--- src/rtl/layer_bram_arbiter.sv ---
// Single-port controller for the 320x240 3-bit layer frame buffer.
// One BRAM port shared by display read-out, frame clear and draw writes.
module layer_bram_arbiter #(
    parameter int NUM_PIX = 76800,
    parameter int ADDR_W  = 19,
    parameter int DATA_W  = 3
) (
    input  logic              clk,
    input  logic              rst_n,
    input  logic              disp_req,
    input  logic [ADDR_W-1:0] disp_addr,
    output logic              disp_valid,
    output logic [DATA_W-1:0] disp_data,
    input  logic              wr_valid,
    output logic              wr_ready,
    input  logic [ADDR_W-1:0] wr_addr,
    input  logic [DATA_W-1:0] wr_data,
    input  logic              clr_start,
    input  logic [DATA_W-1:0] clr_color,
    output logic              clr_busy,
    output logic              clr_done,
    input  logic              err_clr,
    output logic              err_oob,
    output logic [ADDR_W-1:0] mem_addr,
    output logic              mem_we,
    output logic [DATA_W-1:0] mem_din,
    input  logic [DATA_W-1:0] mem_dout
);

    typedef enum logic [1:0] {IDLE, CLEAR, DONE} state_t;

    localparam logic [ADDR_W:0]   LIMIT = (ADDR_W + 1)'(NUM_PIX);
    localparam logic [ADDR_W-1:0] LAST  = ADDR_W'(NUM_PIX - 1);

    state_t            state_q, state_d;
    logic [ADDR_W-1:0] clr_cnt_q, clr_cnt_d;
    logic [DATA_W-1:0] clr_col_q, clr_col_d;
    logic [ADDR_W-1:0] addr_q, addr_d;
    logic              we_q, we_d;
    logic [DATA_W-1:0] din_q, din_d;
    logic              err_q, err_d;
    logic              rd1_q, rd1_oob_q;
    logic              rd2_q, rd2_oob_q;
    logic              dv_q;
    logic [DATA_W-1:0] dd_q;
    logic              wr_oob, disp_oob, wr_fire;

    assign wr_oob   = {1'b0, wr_addr} >= LIMIT;
    assign disp_oob = {1'b0, disp_addr} >= LIMIT;
    assign wr_ready = !disp_req && (state_q == IDLE);
    assign wr_fire  = wr_valid && wr_ready;

    always_comb begin
        state_d   = state_q;
        clr_cnt_d = clr_cnt_q;
        clr_col_d = clr_col_q;
        addr_d    = addr_q;
        we_d      = 1'b0;
        din_d     = din_q;
        err_d     = err_q;
        if (err_clr) err_d = 1'b0;
        unique case (state_q)
            IDLE: begin
                if (clr_start) begin
                    state_d   = CLEAR;
                    clr_cnt_d = '0;
                    clr_col_d = clr_color;
                end
                if (wr_fire) begin
                    addr_d = wr_addr;
                    din_d  = wr_data;
                    we_d   = !wr_oob;
                    // a dropped write beats a simultaneous clear request
                    if (wr_oob) err_d = 1'b1;
                end
            end
            CLEAR: begin
                if (!disp_req) begin
                    addr_d    = clr_cnt_q;
                    din_d     = clr_col_q;
                    we_d      = 1'b1;
                    clr_cnt_d = clr_cnt_q + ADDR_W'(1);
                    if (clr_cnt_q == LAST) state_d = DONE;
                end
            end
            DONE:    state_d = IDLE;
            default: state_d = IDLE;
        endcase
        // display owns the port unconditionally
        if (disp_req) begin
            addr_d = disp_addr;
            we_d   = 1'b0;
        end
    end

    always_ff @(posedge clk or negedge rst_n) begin
        if (!rst_n) begin
            state_q   <= IDLE;
            clr_cnt_q <= '0;
            clr_col_q <= '0;
            addr_q    <= '0;
            we_q      <= 1'b0;
            din_q     <= '0;
            err_q     <= 1'b0;
        end else begin
            state_q   <= state_d;
            clr_cnt_q <= clr_cnt_d;
            clr_col_q <= clr_col_d;
            addr_q    <= addr_d;
            we_q      <= we_d;
            din_q     <= din_d;
            err_q     <= err_d;
        end
    end

    // read return: address out, BRAM register, then output register
    always_ff @(posedge clk or negedge rst_n) begin
        if (!rst_n) begin
            rd1_q     <= 1'b0;
            rd1_oob_q <= 1'b0;
            rd2_q     <= 1'b0;
            rd2_oob_q <= 1'b0;
            dv_q      <= 1'b0;
            dd_q      <= '0;
        end else begin
            rd1_q     <= disp_req;
            rd1_oob_q <= disp_oob;
            rd2_q     <= rd1_q;
            rd2_oob_q <= rd1_oob_q;
            dv_q      <= rd2_q;
            if (rd2_q) dd_q <= rd2_oob_q ? '0 : mem_dout;
        end
    end

    assign disp_valid = dv_q;
    assign disp_data  = dd_q;
    assign clr_busy   = (state_q == CLEAR);
    assign clr_done   = (state_q == DONE);
    assign err_oob    = err_q;
    assign mem_addr   = addr_q;
    assign mem_we     = we_q;
    assign mem_din    = din_q;

endmodule

--- config.mk ---
export PLATFORM = sky130hd
export DESIGN_NAME = layer_bram_arbiter
export DESIGN_NICKNAME = d
export VERILOG_FILES = /design/src/rtl/layer_bram_arbiter.sv
export SDC_FILE = /design/constraint.sdc
export NUM_CORES = 1
export LEC_CHECK = 0
export CAP_MARGIN = 20
export CORE_AREA = 2 2 72 74
export CTS_BUF_LIST = sky130_fd_sc_hd__clkbuf_8
export DETAILED_ROUTE_END_ITERATION = 10
export DIE_AREA = 0 0 74 76
export DONT_BUFFER_PORTS = 1
export PLACE_DENSITY = 0.86
export REMOVE_ABC_BUFFERS = 1
export SLEW_MARGIN = 20
export SYNTH_ARGS = -nofsm -noshare
export SYNTH_HDL_FRONTEND = slang
export SYNTH_SLANG_ARGS = --single-unit
--- constraint.sdc ---
create_clock -name clk -period 2.25 [get_ports clk]
set_clock_uncertainty 0.15 [all_clocks]
set_input_delay 0.45 -clock clk [delete_from_list [all_inputs] [get_ports clk]]
set_output_delay 0.45 -clock clk [all_outputs]
set_load 0.05 [all_outputs]
* Yosys cells after proc, flatten, opt, wreduce, memory -nomap -nowiden
Cells that the tools add are included.
Storage, ports and cells: logic and storage cells 57, bits in registers 56, input port bits 53, output and inout bits 31
Operators by class: reductions and logical operators 12, $add $sub $neg 1, eq/ne operators 8, muxes and demuxes 21, order comparisons 2
Operators by type and width (number):
- two-way mux 19 bit | 4
- one-hot mux 19 bit (2 select lines) | 2
- >= comparator 19 x 17 -> 1 bit, second input constant | 2
- adder 19 x 1 -> 19 bit, second input constant | 1
- == test 19 x 17 -> 1 bit, second input constant | 1
- two-way mux 3 bit | 3
- AND reduction 3 bit | 3
- two-way mux 1 bit | 6
- two-way mux 2 bit | 3
- != test 2 bit, second input constant | 3
- one-hot mux 3 bit (2 select lines) | 1
- one-hot mux 2 bit (2 select lines) | 1
- AND reduction 2 bit | 2
- != test 3 bit, second input constant | 1
- nonzero test 3 bit | 1
- == test 2 x 1 -> 1 bit, second input constant | 1
- == test 2 bit, second input constant | 1
- logical AND 1 bit | 2
- logical NOT 1 bit | 2
- logical NOT 2 bit | 1
- != test 2 x 1 -> 1 bit, second input constant | 1
- one-hot mux 1 bit (2 select lines) | 1
- nonzero test 2 bit | 1

* Depth between registers and ports, before layout
Gate-level depths: netlist of the first run.
word-level depth 6, depth in mapped cells 6

* Worst setup path before layout of the first run
OpenSTA, ideal clock, no wires.
kind input port to output port, start input port disp_req, end output port wr_ready, buffers on the path 2, data arrival time 1678 ps, path slack -28 ps, cell stages on the path 4, cells stage by stage buf_6 -> or2_2 -> buf_2 -> nor2_1
On the way: longest elaborated chain between the ends 2
RTL lines:
- start: declaration | line 10 | input logic disp_req,
- logical NOT 1 bit
- logical AND 1 bit | line 50 | assign wr_ready = !disp_req && (state_q == IDLE);
- end: declaration | line 15 | output logic wr_ready,
Every way passes these cells.

* Worst setup path after layout of the first run
start register state_q[1], end output port wr_ready
On the way: longest elaborated chain between the ends 2
RTL lines:
- start: declaration | line 35 | state_t state_q, state_d;
- start signal: assignment | line 106 | state_q <= state_d;
- logical NOT 2 bit | line 50
- logical AND 1 bit | line 50
Every way passes these cells.

==> impl_metrics.csv, run 1 <==
group,metric,value,unit
synth,async_flop_share,100.0,%
detailed_routing,routed_via_density,6.244,
power,p_leak,1.316,nW
final_layout,nFillCells,394,
clock_network,clk_pin_slew_worst_paths,100,ps
global_route,grt_max_degree,57,
synth,ys_warn_count,0,
floorplanning,die_width,74,microns
clock_network,ctsResizeCount,0,
synth,syn_area,0.002900,sq mm
worst_hold_path,hold_class,"input pin to flop",
final_layout,finalNonFillerCells,360,
sta,holdWs,65.47,ps
sta,grt_setup_unrepaired,"no",
floorplanning,core_area,0.004912,sq mm
clock_network,root_buffer,"clkbuf_8",
critical_path,crit_family,"flip-flops",
final_layout,final_layout_size_suffix_gt1_share,10.34,%
floorplanning,die_area,0.005624,sq mm
critical_path,crit_path_max_incr_delay,530,ps
detailed_routing,route.detailed.wl_per_inst,18.16,microns
critical_path,crit_slowest_cell,"dfrtp_1",
placed_design,dp_cells,349,
floorplanning,die_y,76,microns
final_layout,layout_common_cells,"56 x dfrtp_1, 47 x nand2_1, 24 x o21ai_0, 18 x a21oi_1, 17 x nand3b_1",
power,pwr_density_cell,758.7,mW/mm^2
synth,ys.flop_type,"dfrtp_1",
clock_network,cts_num_sinks,56,
sta,period_minus_slack,2175,ps
global_route,grt_pass1_vias,2274,
sta,finalSetupViolCount,0,
critical_path,timing.critical_path.depth,3,
sta,fmax,459.8,MHz
clock_network,cts_max_path_buffers,2,
critical_path,startpoint_type,"flop",
final_layout,antennaDiodeCount,0,
placed_design,place.gp.congestion,0.9196,
final_layout,multiInputGateArea,0.001349,sq mm
clock_network,cts_buffers,5,
detailed_routing,top_layer,"met4",
sta,finalHoldViolCount,0,
final_layout,synthToLayoutAreaGrowth,5.436,%
detailed_routing,first_iter_violations,236,
detailed_routing,dr_wl_met3,481,microns
worst_hold_path,holdPathStages,1,
final_layout,final_common_cell,"dfrtp_1",
outcome,status,"complete, no violations",
clock_network,clock_latency,310,ps
floorplanning,start_util,59.04,%
detailed_routing,first_pass_iters,4,
clock_network,cts_tree,"done",
global_route,grt.total_usage,24.29,%
run,cap_violations,0,
placed_design,port_buffers,0,
critical_path,arrival,1570,ps
floorplanning,ios,84,
critical_path,path_class,"flop to output port",
synth,yosysUniqueCellTypes,47,
sta,finalSetupTns,0,ps
synth,synth_seq_cells,56,
critical_path,cp_max_fo,10,
clock_network,htree_levels,2,
sta,tightest_slew,597.4,ps
global_route,grt_overflow_total,0,
final_layout,register_area,0.001401,sq mm
critical_path,crit_buf_inv,1,
synth,synth.avg_cell_area,9.932,sq um
global_route,grt_pass1_wl,10940,microns
critical_path,path_cells,"or2_2, nor2_1, buf_4",
synth,yosysSeqAreaShare,48.32,%
critical_path,required,1650,ps
detailed_routing,drt-total-wl,6536,microns
detailed_routing,post-route-drc-count,0,
final_layout,fin_nets,343,
critical_path,worst-r2r-cell-count,4,
synth,synthCells,292,
power,ir_drop,510.6,uV
final_layout,final_core_util,62.25,%
sta,period_share,96.66,%
sta,maxSlewViolCount,0,
floorplanning,rows,26,
critical_path,cp-end-kind,"output port",
detailed_routing,wl_met2,3304,microns
detailed_routing,ant_nets,0,
synth,synth_edf_count,0,
sta,max_slew_margin,60.08,%
detailed_routing,drt-met1-wl,2624,microns
placed_design,dp_hpwl,4554,microns
global_route,antenna_found_initial,0,
detailed_routing,vias,2248,
-- per-stage QoR --
stage / worst slack, ps / power [mW] / instance area [sq um]
6_report: 75.11 / 2.320 / 3058
5_1_grt: 11.26 / 2.428 / 3058
4_1_cts: 82.30 / 2.327 / 3048
3_5_place_dp: 316.1 / 1.734 / 2917
3_3_place_gp: 357.1 / 1.714 / 2917
2_1_floorplan: -680.3 / 1.641 / 2766
-- power breakdown --
part	internal, mW	switching (mW)	leakage [nW]	total (mW)
Clock	0.247	0.330	0.0486	0.577
Combinational	0.139	0.165	0.545	0.304
Sequential	1.12	0.323	0.722	1.44
-- path summary, 6_finish.rpt --
kind                                        startpoint                  endpoint  slack [ps]
worst max-delay path            state_q[1]$_DFFE_PN0P_                  wr_ready          80
worst min-delay path                           err_clr         err_oob$_DFF_PN0_          70
worst max register to register  state_q[0]$_DFFE_PN0P_  clr_cnt_q[8]$_DFFE_PN0P_         260
worst min register to register     rd1_oob_q$_DFF_PN0_       rd2_oob_q$_DFF_PN0_         210
max in group asynchronous                        rst_n  clr_cnt_q[5]$_DFFE_PN0P_        1190
min in group asynchronous                        rst_n   mem_addr[2]$_DFFE_PN0P_         490
-- worst register-to-register path: stages, from the launching register on --
cell,delay [ps]
dfrtp_1,560
nor3b_4,420
nand4_1,360
o211ai_1,280
o31ai_1,100
-- repair_timing --
action	in CTS	in global routing
setup endpoints to repair	0	0
endpoints found under the hold margin	56	1
buffers inserted	0	0
hold buffers	2	1
-- flip-flops by register name, indices dropped and copies added, names as in the netlist --
register    count
clr_col_q       3
disp_data       3
mem_din         3
disp_valid      1
rd2_oob_q       1
rd2_q           1
state_q         2
mem_we          1
mem_addr       19
err_oob         1
rd1_q           1
clr_cnt_q      19
rd1_oob_q       1
-- cells in the mapped netlist (2+ instances only) --
master / instances / share of area [%]
a211o_1: 2 / 0.60
a21oi_1: 18 / 3.1
a221o_1: 14 / 4.8
a31oi_1: 3 / 0.65
and3_1: 5 / 1.1
buf_2: 5 / 0.86
buf_4: 2 / 0.52
buf_6: 4 / 1.6
clkbuf_1: 8 / 1.0
dfrtp_1: 56 / 48
inv_1: 5 / 0.65
mux2_2: 5 / 1.9
mux2i_1: 14 / 4.8
nand2_1: 47 / 6.1
nand3_1: 12 / 2.1
nand3b_1: 17 / 4.4
nand4_1: 3 / 0.65
nand4b_1: 3 / 0.91
nor2_1: 12 / 1.6
nor2b_1: 2 / 0.43
nor3b_1: 2 / 0.52
nor4b_1: 2 / 0.60
o211ai_1: 3 / 0.78
o21ai_0: 24 / 4.1
o31ai_1: 2 / 0.52
-- area by class of cell --
type	instances	share of cell area [%]
inverter	5	0.6137
tap	70	2.864
sequential	56	45.83
clock inverter	2	0.3682
clock buffer	6	2.700
timing repair buffer	11	3.519
multi-input combinational	210	44.11
-- layer usage --
metal / up-vias / GRT usage (%)
met1: 1090 / 31.69
met5: - / 0
li1: 1048 / -
met2: 97 / 40.27
met3: 13 / 4.233
met4: 0 / 8.182
-- cells by family after synthesis --
kind of cell             share of synthesized area, %
AO/OA/AOI/OAI                                   16.05
AND/OR/NAND/NOR                                 22.87
adder cells (fa/ha/maj)                        0.4313
buffers and inverters                           5.263
XOR/XNOR                                       0.3020
flip-flops                                      48.32
multiplexers                                    6.773
Power figures use the tool's default switching activity.
==> run 2, diff against run 1 <==
==> constraint.sdc (replaced) <==
create_clock -name clk -period 2.45 [get_ports clk]
set_clock_uncertainty 0.15 [all_clocks]
set_input_delay 0.49 -clock clk [delete_from_list [all_inputs] [get_ports clk]]
set_output_delay 0.49 -clock clk [all_outputs]
set_load 0.05 [all_outputs]
==> run 2 against run 1 <==
Net effect: combinational power decreased by 11%; largest power group unchanged; register-to-register slack gained 200 ps; critical path depth unchanged; flip-flop and latch count is the same; clock-buffer cell count did not move; non-clock buffer count decreased by 3; critical endpoint unchanged; first-iteration DRC count decreased by 6.4%; cell count down 0.83%; die area unchanged.
==> impl_metrics.csv, run 2 (synthesized netlist as in run 1, its figures left out) <==
group,metric,value,unit
detailed_routing,first_iter_violations,221,
power,p_leak,1.306,nW
global_route,grt_pass1_wl,10500,microns
sta,period_share,93.89,%
floorplanning,ios,84,
critical_path,startpoint_type,"flop",
final_layout,antennaDiodeCount,0,
sta,maxSlewViolCount,0,
sta,finalHoldViolCount,0,
clock_network,clk_pin_slew_worst_paths,110,ps
floorplanning,start_util,59.04,%
global_route,grt_pass1_vias,2200,
placed_design,placed_area,0.002902,sq mm
final_layout,fin_nets,340,
detailed_routing,routed_via_density,6.286,
clock_network,ctsResizeCount,0,
global_route,grt.total_usage,23.79,%
clock_network,hold_buffers,2,
floorplanning,die_y,76,microns
final_layout,layout_common_cells,"56 x dfrtp_1, 47 x nand2_1, 24 x o21ai_0, 18 x a21oi_1, 17 x nand3b_1",
power,internal_power,1.382,mW
placed_design,dp_cells,347,
floorplanning,die_width,74,microns
clock_network,clock_latency,320,ps
detailed_routing,first_pass_iters,4,
detailed_routing,ant_nets,0,
critical_path,arrival,1660,ps
critical_path,required,1810,ps
critical_path,reg2reg_slack,460,ps
clock_network,cts_max_path_buffers,2,
worst_hold_path,hold_end,"rd1_q$_DFF_PN0_",
worst_hold_path,min_from,"disp_req",
clock_network,root_buffer,"clkbuf_8",
power,combPwrFrac,12.6,%
power,p_seq_share,61.8,%
critical_path,worst-r2r-cell-count,5,
final_layout,final_common_cell,"dfrtp_1",
sta,period_minus_slack,2300,ps
worst_hold_path,holdPathStages,0,
critical_path,r2r-end,"clr_cnt_q[14]$_DFFE_PN0P_",
final_layout,synthToLayoutAreaGrowth,4.659,%
critical_path,path_class,"flop to output port",
final_layout,final_layout_size_suffix_gt1_share,10.10,%
critical_path,cp_max_fo,16,
power,p_switching,0.7631,mW
critical_path,r2r-start,"clr_cnt_q[0]$_DFFE_PN0P_",
placed_design,port_buffers,0,
global_route,grt_overflow_total,0,
sta,max_slew_margin,61.91,%
placed_design,dp_hpwl,4514,microns
sta,tightest_slew,570.0,ps
detailed_routing,drt-total-wl,6482,microns
sta,fmax,434.7,MHz
clock_network,cts_tree,"done",
global_route,grt_max_degree,57,
clock_network,cts_num_sinks,56,
sta,finalSetupViolCount,0,
clock_network,cts_setup_buffers,0,
floorplanning,rows,26,
global_route,antenna_found_initial,0,
outcome,status,"complete, no violations",
final_layout,nFillCells,394,
final_layout,fin_area,0.003035,sq mm
critical_path,cp-end-kind,"output port",
final_layout,finalNonFillerCells,357,
power,p_sw_share,35.58,%
power,pwr_density_cell,706.6,mW/mm^2
clock_network,htree_levels,2,
sta,grt_setup_unrepaired,"no",
power,ir_drop,477.3,uV
clock_network,cts_buffers,5,
final_layout,multiInputGateArea,0.001349,sq mm
power,pwr-share-clk,25.6,%
detailed_routing,post-route-drc-count,0,
placed_design,place.gp.congestion,0.8928,
final_layout,register_area,0.001401,sq mm
floorplanning,die_area,0.005624,sq mm
worst_hold_path,hold_class,"input pin to flop",
floorplanning,core_area,0.004912,sq mm
run,cap_violations,0,
detailed_routing,vias,2244,
detailed_routing,route.detailed.wl_per_inst,18.16,microns
run 2: changes by cell type in the layout (fill, tap and decap cells not counted), sizes merged:
cell and delta:
clkinvlp -1, clkinv +1, buf -2, dlygate4sd3 -1
run 2: critical path, cell delays in order, from the launching register on:
cell	delay, ps
dfrtp_1	520
or2_2	480
nor2_1	130
buf_4	220
run 2: how the worst max path moves through the flow:
stage,from,end,slack [ps],cells after the start
detailed placement,state_q[1]$_DFFE_PN0P_,wr_ready,510,3
global route,state_q[1]$_DFFE_PN0P_,wr_ready,80,3
CTS,state_q[1]$_DFFE_PN0P_,wr_ready,160,3
global placement,state_q[1]$_DFFE_PN0P_,wr_ready,540,3
finish,state_q[1]$_DFFE_PN0P_,wr_ready,150,3
floorplan,state_q[0]$_DFFE_PN0P_,mem_addr[0]$_DFFE_PN0P_,-480,4
run 2: area by class of cell:
class	instances	share of cell area (%)
Clock buffer	6	2.721
Timing Repair Buffer	8	2.721
Sequential cell	56	46.17
Clock inverter	2	0.4534
Multi-Input combinational cell	210	44.44
Tap cell	70	2.885
Inverter	5	0.6183
run 2: power groups by stage:
stage | registers [mW] | logic, mW | clock network [mW]
after floorplan | 1.32 | 0.192 | 0
final | 1.33 | 0.271 | 0.549
after global routing | 1.34 | 0.310 | 0.595
after CTS | 1.32 | 0.273 | 0.550
after global placement | 1.33 | 0.237 | 0
after detailed placement | 1.34 | 0.247 | 0
run 2: metal layers:
layer	share of wire (%)	wire [microns]	vias up	track usage [%]
met5	0	0	-	0
met4	1.4	93	0	7.455
met3	8.1	522	10	5.688
met2	50	3267	100	37.68
met1	40	2598	1088	32.05
li1	-	-	1046	-
run 2: per-stage QoR:
step	utilization, %	setup WS, ps	TNS (ps)	power, mW	hold slack, ps
after CTS	61.79	164.0	0	2.147	41.24
final	61.79	149.8	0	2.145	50.02
after global routing	61.79	76.76	0	2.246	25.11
after global placement	59.07	544.0	0	1.571	45.71
after floorplan	-	-480.3	-3540	1.507	44.41
after detailed placement	59.07	513.2	0	1.590	45.48
